--- config.mk ---
export PLATFORM = sky130hd
export DESIGN_NAME = button_press_classifier
export DESIGN_NICKNAME = d
export VERILOG_FILES = /design/src/rtl/button_press_classifier_pkg.sv /design/src/rtl/button_press_classifier_timer.sv /design/src/rtl/button_press_classifier.sv
export SDC_FILE = /design/constraint.sdc
export NUM_CORES = 1
export LEC_CHECK = 0
export ABC_AREA = 1
export CAP_MARGIN = 30
export CORE_MARGIN = 2
export CORE_UTILIZATION = 51
export CTS_CLUSTER_SIZE = 16
export DETAILED_ROUTE_END_ITERATION = 8
export PLACE_DENSITY = 0.69
export SKIP_CTS_REPAIR_TIMING = 1
export SLEW_MARGIN = 10
export SYNTH_ARGS = -nofsm -noshare
export SYNTH_HDL_FRONTEND = slang
export SYNTH_SLANG_ARGS = --single-unit
--- constraint.sdc ---
create_clock -name clk -period 2.1 [get_ports clk]
set_input_delay 0.42 -clock clk [delete_from_list [all_inputs] [get_ports clk]]
set_output_delay 0.42 -clock clk [all_outputs]
set_load 0.05 [all_outputs]
--- src/rtl/button_press_classifier_pkg.sv ---
// Shared state encoding and default timing constants for the button gesture classifier.
// Defaults are sized for a 50 MHz core clock.
package btn_pkg;

  localparam int LONG_CNT_DEF = 50_000_000;
  localparam int GAP_CNT_DEF  = 12_500_000;
  localparam int CNT_W_DEF    = 26;

  localparam logic [2:0] ST_IDLE   = 3'd0;
  localparam logic [2:0] ST_PRESS1 = 3'd1;
  localparam logic [2:0] ST_GAP    = 3'd2;
  localparam logic [2:0] ST_PRESS2 = 3'd3;
  localparam logic [2:0] ST_HOLD   = 3'd4;

endpackage

--- src/rtl/button_press_classifier_timer.sv ---
// Up-counter with clear and enable; done is combinational from the count (cnt == term-1).
// Clear has priority over enable; synchronous active-high reset.
module btn_timer #(
  parameter int CNT_W = 26
) (
  input  logic             clk,
  input  logic             reset,
  input  logic             clr,
  input  logic             en,
  input  logic [CNT_W-1:0] term,
  output logic             done
);

  logic [CNT_W-1:0] cnt_q, cnt_d;

  always_comb begin
    cnt_d = cnt_q;
    if (clr) begin
      cnt_d = '0;
    end else if (en) begin
      cnt_d = cnt_q + CNT_W'(1);
    end
  end

  always_ff @(posedge clk) begin
    if (reset) begin
      cnt_q <= '0;
    end else begin
      cnt_q <= cnt_d;
    end
  end

  assign done = (cnt_q == term - CNT_W'(1));

endmodule

--- src/rtl/button_press_classifier.sv ---
// Classifies debounced presses into short/long/double events; all outputs registered (1 cycle after decision).
// Double-click support (GAP/PRESS2 states, double_tick) is built only when BTN_DOUBLE_CLICK_EN is defined.
module button_press_classifier
  import btn_pkg::*;
#(
  parameter int LONG_CNT = LONG_CNT_DEF,
  parameter int GAP_CNT  = GAP_CNT_DEF,
  parameter int CNT_W    = CNT_W_DEF
) (
  input  logic clk,
  input  logic reset,
  input  logic db_tick,
  input  logic db_level,
  output logic short_tick,
  output logic long_tick,
  output logic double_tick,
  output logic hold_level,
  output logic busy
);

  logic [2:0] state_q, state_d;
  logic       short_q, short_d;
  logic       long_q, long_d;
  logic       hold_q, hold_d;
  logic       busy_q, busy_d;
  logic       done;
  logic [CNT_W-1:0] term;

  // The timer restarts on every state change and only runs while timing a press or a gap.
  assign term = (state_q == ST_GAP) ? CNT_W'(GAP_CNT) : CNT_W'(LONG_CNT);

  btn_timer #(.CNT_W(CNT_W)) u_timer (
    .clk   (clk),
    .reset (reset),
    .clr   (state_d != state_q),
    .en    ((state_q == ST_PRESS1) || (state_q == ST_GAP)),
    .term  (term),
    .done  (done)
  );

  always_comb begin
    state_d = state_q;
    case (state_q)
      ST_IDLE: if (db_tick) state_d = ST_PRESS1;
      ST_PRESS1: begin
        if (!db_level) begin
`ifdef BTN_DOUBLE_CLICK_EN
          state_d = ST_GAP;
`else
          state_d = ST_IDLE;
`endif
        end else if (done) begin
          state_d = ST_HOLD;
        end
      end
`ifdef BTN_DOUBLE_CLICK_EN
      ST_GAP: begin
        if (db_tick) begin
          state_d = ST_PRESS2;
        end else if (done) begin
          state_d = ST_IDLE;
        end
      end
      ST_PRESS2: if (!db_level) state_d = ST_IDLE;
`endif
      ST_HOLD: if (!db_level) state_d = ST_IDLE;
      default: state_d = ST_IDLE;
    endcase
  end

`ifdef BTN_DOUBLE_CLICK_EN
  logic dbl_q, dbl_d;
`endif

  always_comb begin
    short_d = 1'b0;
    long_d  = 1'b0;
`ifdef BTN_DOUBLE_CLICK_EN
    dbl_d   = 1'b0;
`endif
    case (state_q)
      ST_PRESS1: begin
`ifndef BTN_DOUBLE_CLICK_EN
        short_d = ~db_level;
`endif
        long_d  = db_level & done;
      end
`ifdef BTN_DOUBLE_CLICK_EN
      // A second press on the timeout cycle still counts as a double click.
      ST_GAP: begin
        dbl_d   = db_tick;
        short_d = ~db_tick & done;
      end
`endif
      default: ;
    endcase
    hold_d = (state_d == ST_HOLD);
    busy_d = (state_d != ST_IDLE);
  end

  always_ff @(posedge clk) begin
    if (reset) begin
      state_q <= ST_IDLE;
      short_q <= 1'b0;
      long_q  <= 1'b0;
      hold_q  <= 1'b0;
      busy_q  <= 1'b0;
`ifdef BTN_DOUBLE_CLICK_EN
      dbl_q   <= 1'b0;
`endif
    end else begin
      state_q <= state_d;
      short_q <= short_d;
      long_q  <= long_d;
      hold_q  <= hold_d;
      busy_q  <= busy_d;
`ifdef BTN_DOUBLE_CLICK_EN
      dbl_q   <= dbl_d;
`endif
    end
  end

  assign short_tick = short_q;
  assign long_tick  = long_q;
  assign hold_level = hold_q;
  assign busy       = busy_q;
`ifdef BTN_DOUBLE_CLICK_EN
  assign double_tick = dbl_q;
`else
  assign double_tick = 1'b0;
`endif

endmodule

==> flow_summary.ini, run 1 <==
[route]
drc = 0
routedWlPerCell_um = 10.9
vias = 1523
ant_nets = 0
dr.pass1.iters = 4
routed_wirelength_mm = 3.45
drt_iter0_drc = 129
via_per_inst = 4.83

[die]
num_rows = 21
coreArea_um2 = 3420
chipHeight_um = 64.3
die_x_um = 64.3
io-pin-count = 9
dieArea_um2 = 4140
initial_core_util_pct = 54.4

[grt]
grt_pass1_wl_mm = 6.23
gr-total-overflow = 0
grt_max_degree = 27
antenna_found_initial = 0
grt_pass1_vias = 1429
grtUsageTotal_pct = 19.6

[sta]
final_hold_viol_count = 0
grt_setup_unrepaired = no
skew_ns = 0.0100
layout_setup_ws_ns = 0.227
fin_crit_sh_pct = 89.2
setup_tns_ns = 0
fmax_mhz = 534
drv_slew = 0
timing.hold.ws_ns = 0.534
finalSetupViolCount = 0
min_period_ns = 1.87

[synthesis]
synth_area_leader_cell = dfxtp_1
ys_warn_count = 0
synthesis.area_um2 = 1860
synth.avg_cell_area_um2 = 7.25
synth_top_area_share_pct = 35.6
ys_types = 32
yosysSeqAreaShare_pct = 35.6
ys_ff_latch = 33
synthCells = 256
synth.area.top_cells = dfxtp_1 (36%), nand2_1 (9.7%), nor2_1 (8.1%)

[place]
numPortBuffers = 7
gp_congestion = 0.821
dp_hpwl_mm = 2.62
pre_cts_ws_ns = 0.244

[clock_tree]
clk_latency_ns = 0.34
clkSinkCount = 33
cts.reportedPaths.clkPinSlew_ns = 0.10
cts_max_level = 2
cts_tree = yes
cts_buffers = 5
cts_buffer_depth = 2
root_buffer = clkbuf_4

[power_and_ir_drop]
peakVddDrop_uv = 462
p_leak_nw = 0.795
p_per_area_nw_per_um2 = 514

[worst_hold_path]
hold_path.class = register to register

[worst_setup_path]
cp.arrival_ns = 1.45
critPathSlowestCell = clkdlybuf4s50_1
cp_max_fo = 1
end_kind = output port
max_stage_delay_ns = 0.79
critical-path-top-delay-family = buffers and inverters
crit_chain = clkdlybuf4s50_1
worstPathRequired_ns = 1.68
path_class = register to output port
path_buf_inv = 1
worstSetupStartpointType = register

[flow_run]
drv_cap = 0

[finish]
n_antenna_cell = 0
area_growth_syn_to_layout_pct = 8.36
fin_nets = 273
drive_gt1_share_pct = 15.2

[run_status]
status = finished, final reports clean
==> layout by cell type (no fill, tap or decap) <==
cell	instances
nor3_4	1
xnor2_1	4
nand3b_1	2
o21ai_0	1
nand3_4	1
ha_1	1
nor2_4	1
nor3_1	6
mux2i_1	1
inv_6	1
nand3_1	19
o31ai_1	1
or2_1	1
clkbuf_1	1
clkbuf_4	5
a21oi_1	3
nand2_4	1
nor2_2	15
inv_1	36
nor3b_1	1
clkdlybuf4s50_1	7
buf_4	1
xor2_1	17
nand3_2	6
nand4_1	3
clkinv_2	2
nand2_1	48
nor2_8	1
nand2_2	5
nor2_1	40
conb_1	2
dfxtp_1	33
nor3_2	1
o21ai_1	1
==> metal layers <==
metal / share of wire (%) / global-route usage, %
met1: 48 / 25.7
met4: 1.9 / 8.78
met5: 0 / 0
met2: 46 / 30.3
met3: 4.3 / 4.75
==> flip-flops by register name (all words and copies together) (netlist names) <==
register / flops
busy: 1
hold_level: 1
long_tick: 1
short_tick: 1
state_q: 3
u_timer.cnt_q: 26
==> final timing paths <==
check | startpoint | to | slack (ns) | cells after the start
min reg2reg | u_timer.cnt_q[24] | u_timer.cnt_q[24] | 0.53 | 3
max reg2reg | u_timer.cnt_q[0] | u_timer.cnt_q[5] | 0.27 | 11
min | u_timer.cnt_q[24] | u_timer.cnt_q[24] | 0.53 | 3
max | long_tick | long_tick | 0.23 | 1
==> per-stage QoR <==
stage          total power (W)  area [um2]  utilization, %  instances
6_report               0.00103        2010            58.9        315
4_1_cts                0.00105        2010            58.9        315
3_3_place_gp          0.000715        1960            57.4        307
5_1_grt                0.00109        2010            58.9        315
2_1_floorplan         0.000702        1860               -        257
3_5_place_dp          0.000715        1960            57.4        307
==> area by class of cell <==
cell class,count,area [um2]
multi-input cells,183,1020
inverters,37,144
clock buffers,6,41.3
repair buffers,8,77.6
well taps,46,57.6
flip-flops and latches,33,661
clock inverters,2,10.0
fillers,340,1400
==> cell usage after synthesis <==
library cell / n
a21oi_1: 3
buf_2: 1
buf_4: 1
buf_6: 2
conb_1: 1
dfxtp_1: 33
ha_1: 1
inv_1: 36
inv_6: 1
mux2i_1: 1
nand2_1: 48
nand2_2: 5
nand2_4: 1
nand3_1: 19
nand3_2: 6
nand3_4: 1
nand3b_1: 2
nand4_1: 3
nor2_1: 40
nor2_2: 15
nor2_4: 1
nor2_8: 1
nor3_1: 6
nor3_2: 1
nor3_4: 1
nor3b_1: 1
o21ai_0: 1
o21ai_1: 1
o31ai_1: 1
or2_1: 1
xnor2_1: 4
xor2_1: 17
==> tightest hold or removal path: stages, from the launching register on <==
cell     delay (ns)
dfxtp_1        0.34
nand2_1        0.06
nand2_1        0.07
nor2_2         0.04
==> power by group <==
group	total (W)	leakage (nW)	internal [W]	switching, W
registers	0.000635	0.266	0.000630	0.00000490
logic	0.0000656	0.496	0.0000208	0.0000449
clock network	0.000334	0.0320	0.000127	0.000207
total	0.00103	0.795	0.000778	0.000257
==> cell families (layout without fill, tap and decap cells) <==
logic type | after synthesis | in the layout | share of synthesized area [%]
mux | 1 | 1 | 0.539
other cells | 1 | 2 | 0.202
flops | 33 | 33 | 35.6
buf+inv | 41 | 53 | 9.64
simple gates | 152 | 152 | 41.7
xor+xnor | 21 | 21 | 9.91
fa+ha+maj | 1 | 1 | 0.674
compound gates | 6 | 6 | 1.75
(Power assumes the default switching activity.)
==> inputs of run 2 (changes only) <==
--- a/config.mk
+++ b/config.mk
@@ -7,10 +7,11 @@
 export LEC_CHECK = 0
 export ABC_AREA = 1
 export CAP_MARGIN = 30
-export CORE_MARGIN = 2
+export CORE_MARGIN = 5
 export CORE_UTILIZATION = 51
 export CTS_CLUSTER_SIZE = 16
 export DETAILED_ROUTE_END_ITERATION = 8
+export GPL_ROUTABILITY_DRIVEN = 0
 export PLACE_DENSITY = 0.69
 export SKIP_CTS_REPAIR_TIMING = 1
 export SLEW_MARGIN = 10
==> flow_summary.ini, run 2 (synthesis results as in run 1) <==
[sta]
final_hold_viol_count = 0
grt_setup_unrepaired = no
fmax_mhz = 547
skew_ns = 0.00705
max_slew.worst_pin.slew_ns = 0.508
finalSetupViolCount = 0
min_period_ns = 1.83
drv_slew = 0
setup_tns_ns = 0
slew-limit-headroom_pct = 66.0
fin_crit_sh_pct = 87.0

[worst_setup_path]
worstSetupStartpointType = register
critical-path-top-delay-family = simple AND/OR/NAND/NOR gates
crit_chain = ha_1, nand2_1, inv_1, nand3_1, nor2_1, nand3_1, nand2_1, nand3_2, nand3_4, buf_4, nor2_1
critPathSlowestCell = dfxtp_1
max_stage_delay_ns = 0.38
end_kind = register
reg2regPathDepth = 11
cp.arrival_ns = 2.00
path_buf_inv = 2
reg2reg_to = u_timer.cnt_q[6]
cp_max_fo = 26
r2r_slack_ns = 0.27
worstPathRequired_ns = 2.27
rr_startpoint = u_timer.cnt_q[0]
path_class = register to register

[place]
dp_hpwl_mm = 2.71
numPortBuffers = 7
place_inst = 310

[worst_hold_path]
hold_depth = 3
whs_endpoint = u_timer.cnt_q[24]
hold_path.class = register to register
hold_path.startpoint = u_timer.cnt_q[24]

[grt]
grt_max_degree = 27
antenna_found_initial = 0
grtUsageTotal_pct = 15.5
grt_pass1_wl_mm = 6.09
grt_pass1_vias = 1366
gr-total-overflow = 0

[finish]
final-instance-count-excl-fill = 318
largest_reg_flops = 26
n_antenna_cell = 0
drive_gt1_share_pct = 15.9
reg_top3 = u_timer.cnt_q: 26 flops, state_q: 3 flops
final_common_cell = nand2_1
fin_nets = 274
ff_latch_area_um2 = 661
area_growth_syn_to_layout_pct = 11.6
final_cell_mix = nand2_1 (48), nor2_1 (40), inv_1 (36)
fillers = 346
largest-register = u_timer.cnt_q
post-route-util_pct = 57.5
multi_input_area_um2 = 1020

[clock_tree]
clkSinkCount = 33
cts_buffers = 5
root_buffer = clkbuf_8
cts_tree = yes
cts.reportedPaths.clkPinSlew_ns = 0.06
cts_buffer_depth = 2
clk_latency_ns = 0.29
cts_max_level = 2

[die]
die_x_um = 70.3
num_rows = 22
chipHeight_um = 70.3
coreArea_um2 = 3610
initial_core_util_pct = 51.5
dieArea_um2 = 4950
io-pin-count = 9

[power_and_ir_drop]
p_per_area_nw_per_um2 = 593
peakVddDrop_uv = 560
p_leak_nw = 0.822

[flow_run]
drv_cap = 0

[route]
drt_iter0_drc = 100
via_per_inst = 4.70
dr.pass1.iters = 4
drc = 0
ant_nets = 0
routed_wirelength_mm = 3.51
vias = 1496
routedWlPerCell_um = 11.0

[run_status]
status = finished, final reports clean
[run 2: changes by cell type in the layout (fill, tap and decap cells not counted), sizes merged]
cell / previous run / this run
clkinv: 2 / 1
buf: 1 / 2
clkbuf: 6 / 7
[run 2: area by class of cell]
cell class                      instances  area share, %
Tap cell                               48           2.90
Inverter                               37           6.94
Sequential cell                        33           31.9
Timing Repair Buffer                    9           4.11
Clock inverter                          1          0.242
Clock buffer                            7           4.65
Multi-Input combinational cell        183           49.3
[run 2: how the worst max path moves through the flow]
stage / cells past startpoint / from / endpoint / slack, ns
2_1_floorplan: 11 / u_timer.cnt_q[0] / u_timer.cnt_q[0] / 0.60
3_3_place_gp: 6 / db_level / u_timer.cnt_q[18] / 0.28
6_report: 11 / u_timer.cnt_q[0] / u_timer.cnt_q[6] / 0.27
3_5_place_dp: 6 / db_level / u_timer.cnt_q[13] / 0.24
5_1_grt: 11 / u_timer.cnt_q[0] / u_timer.cnt_q[16] / 0.003
4_1_cts: 11 / u_timer.cnt_q[0] / u_timer.cnt_q[16] / 0.24
[run 2: routing by layer]
metal	track usage (%)	vias up	wire length [um]
met3	5.18	5	108
li1	-	812	-
met2	24.3	11	1590
met4	3.83	0	38
met5	0	-	0
met1	20.3	668	1770
[run 2: worst register-to-register path: cells and delay by family (launching register included)]
family	cells	cell delay, ns
simple gates	8	0.73
buf+inv	2	0.41
flops	1	0.38
fa+ha+maj	1	0.18
[run 2: metrics by stage]
stage | instance area (um2) | total power, W | setup slack (ns) | hold WS [ns]
2_1_floorplan | 1860 | 0.000702 | 0.601 | 0.492
3_3_place_gp | 1970 | 0.000715 | 0.284 | 0.520
3_5_place_dp | 1970 | 0.000716 | 0.243 | 0.523
4_1_cts | 2070 | 0.00124 | 0.236 | 0.537
5_1_grt | 2070 | 0.00128 | 0.00298 | 0.565
6_report | 2070 | 0.00123 | 0.273 | 0.531
[run 2: power breakdown]
group	internal (W)	switching, W
Clock	0.000296	0.000232
Sequential	0.000630	0.00000461
Combinational	0.0000208	0.0000451
==> inputs of run 3 (changes only) <==
==> constraint.sdc (replaced) <==
create_clock -name clk -period 2.1 [get_ports clk]
set_input_delay 0.42 -clock clk [delete_from_list [all_inputs] [get_ports clk]]
set_output_delay 0.42 -clock clk [all_outputs]
set_load 0.005 [all_outputs]
==> results of run 3 <==
The final DEF is identical to that of run 2. Status: finished, final reports clean.
Among the figures that moved: total power 0.00123 W -> 0.00122 W
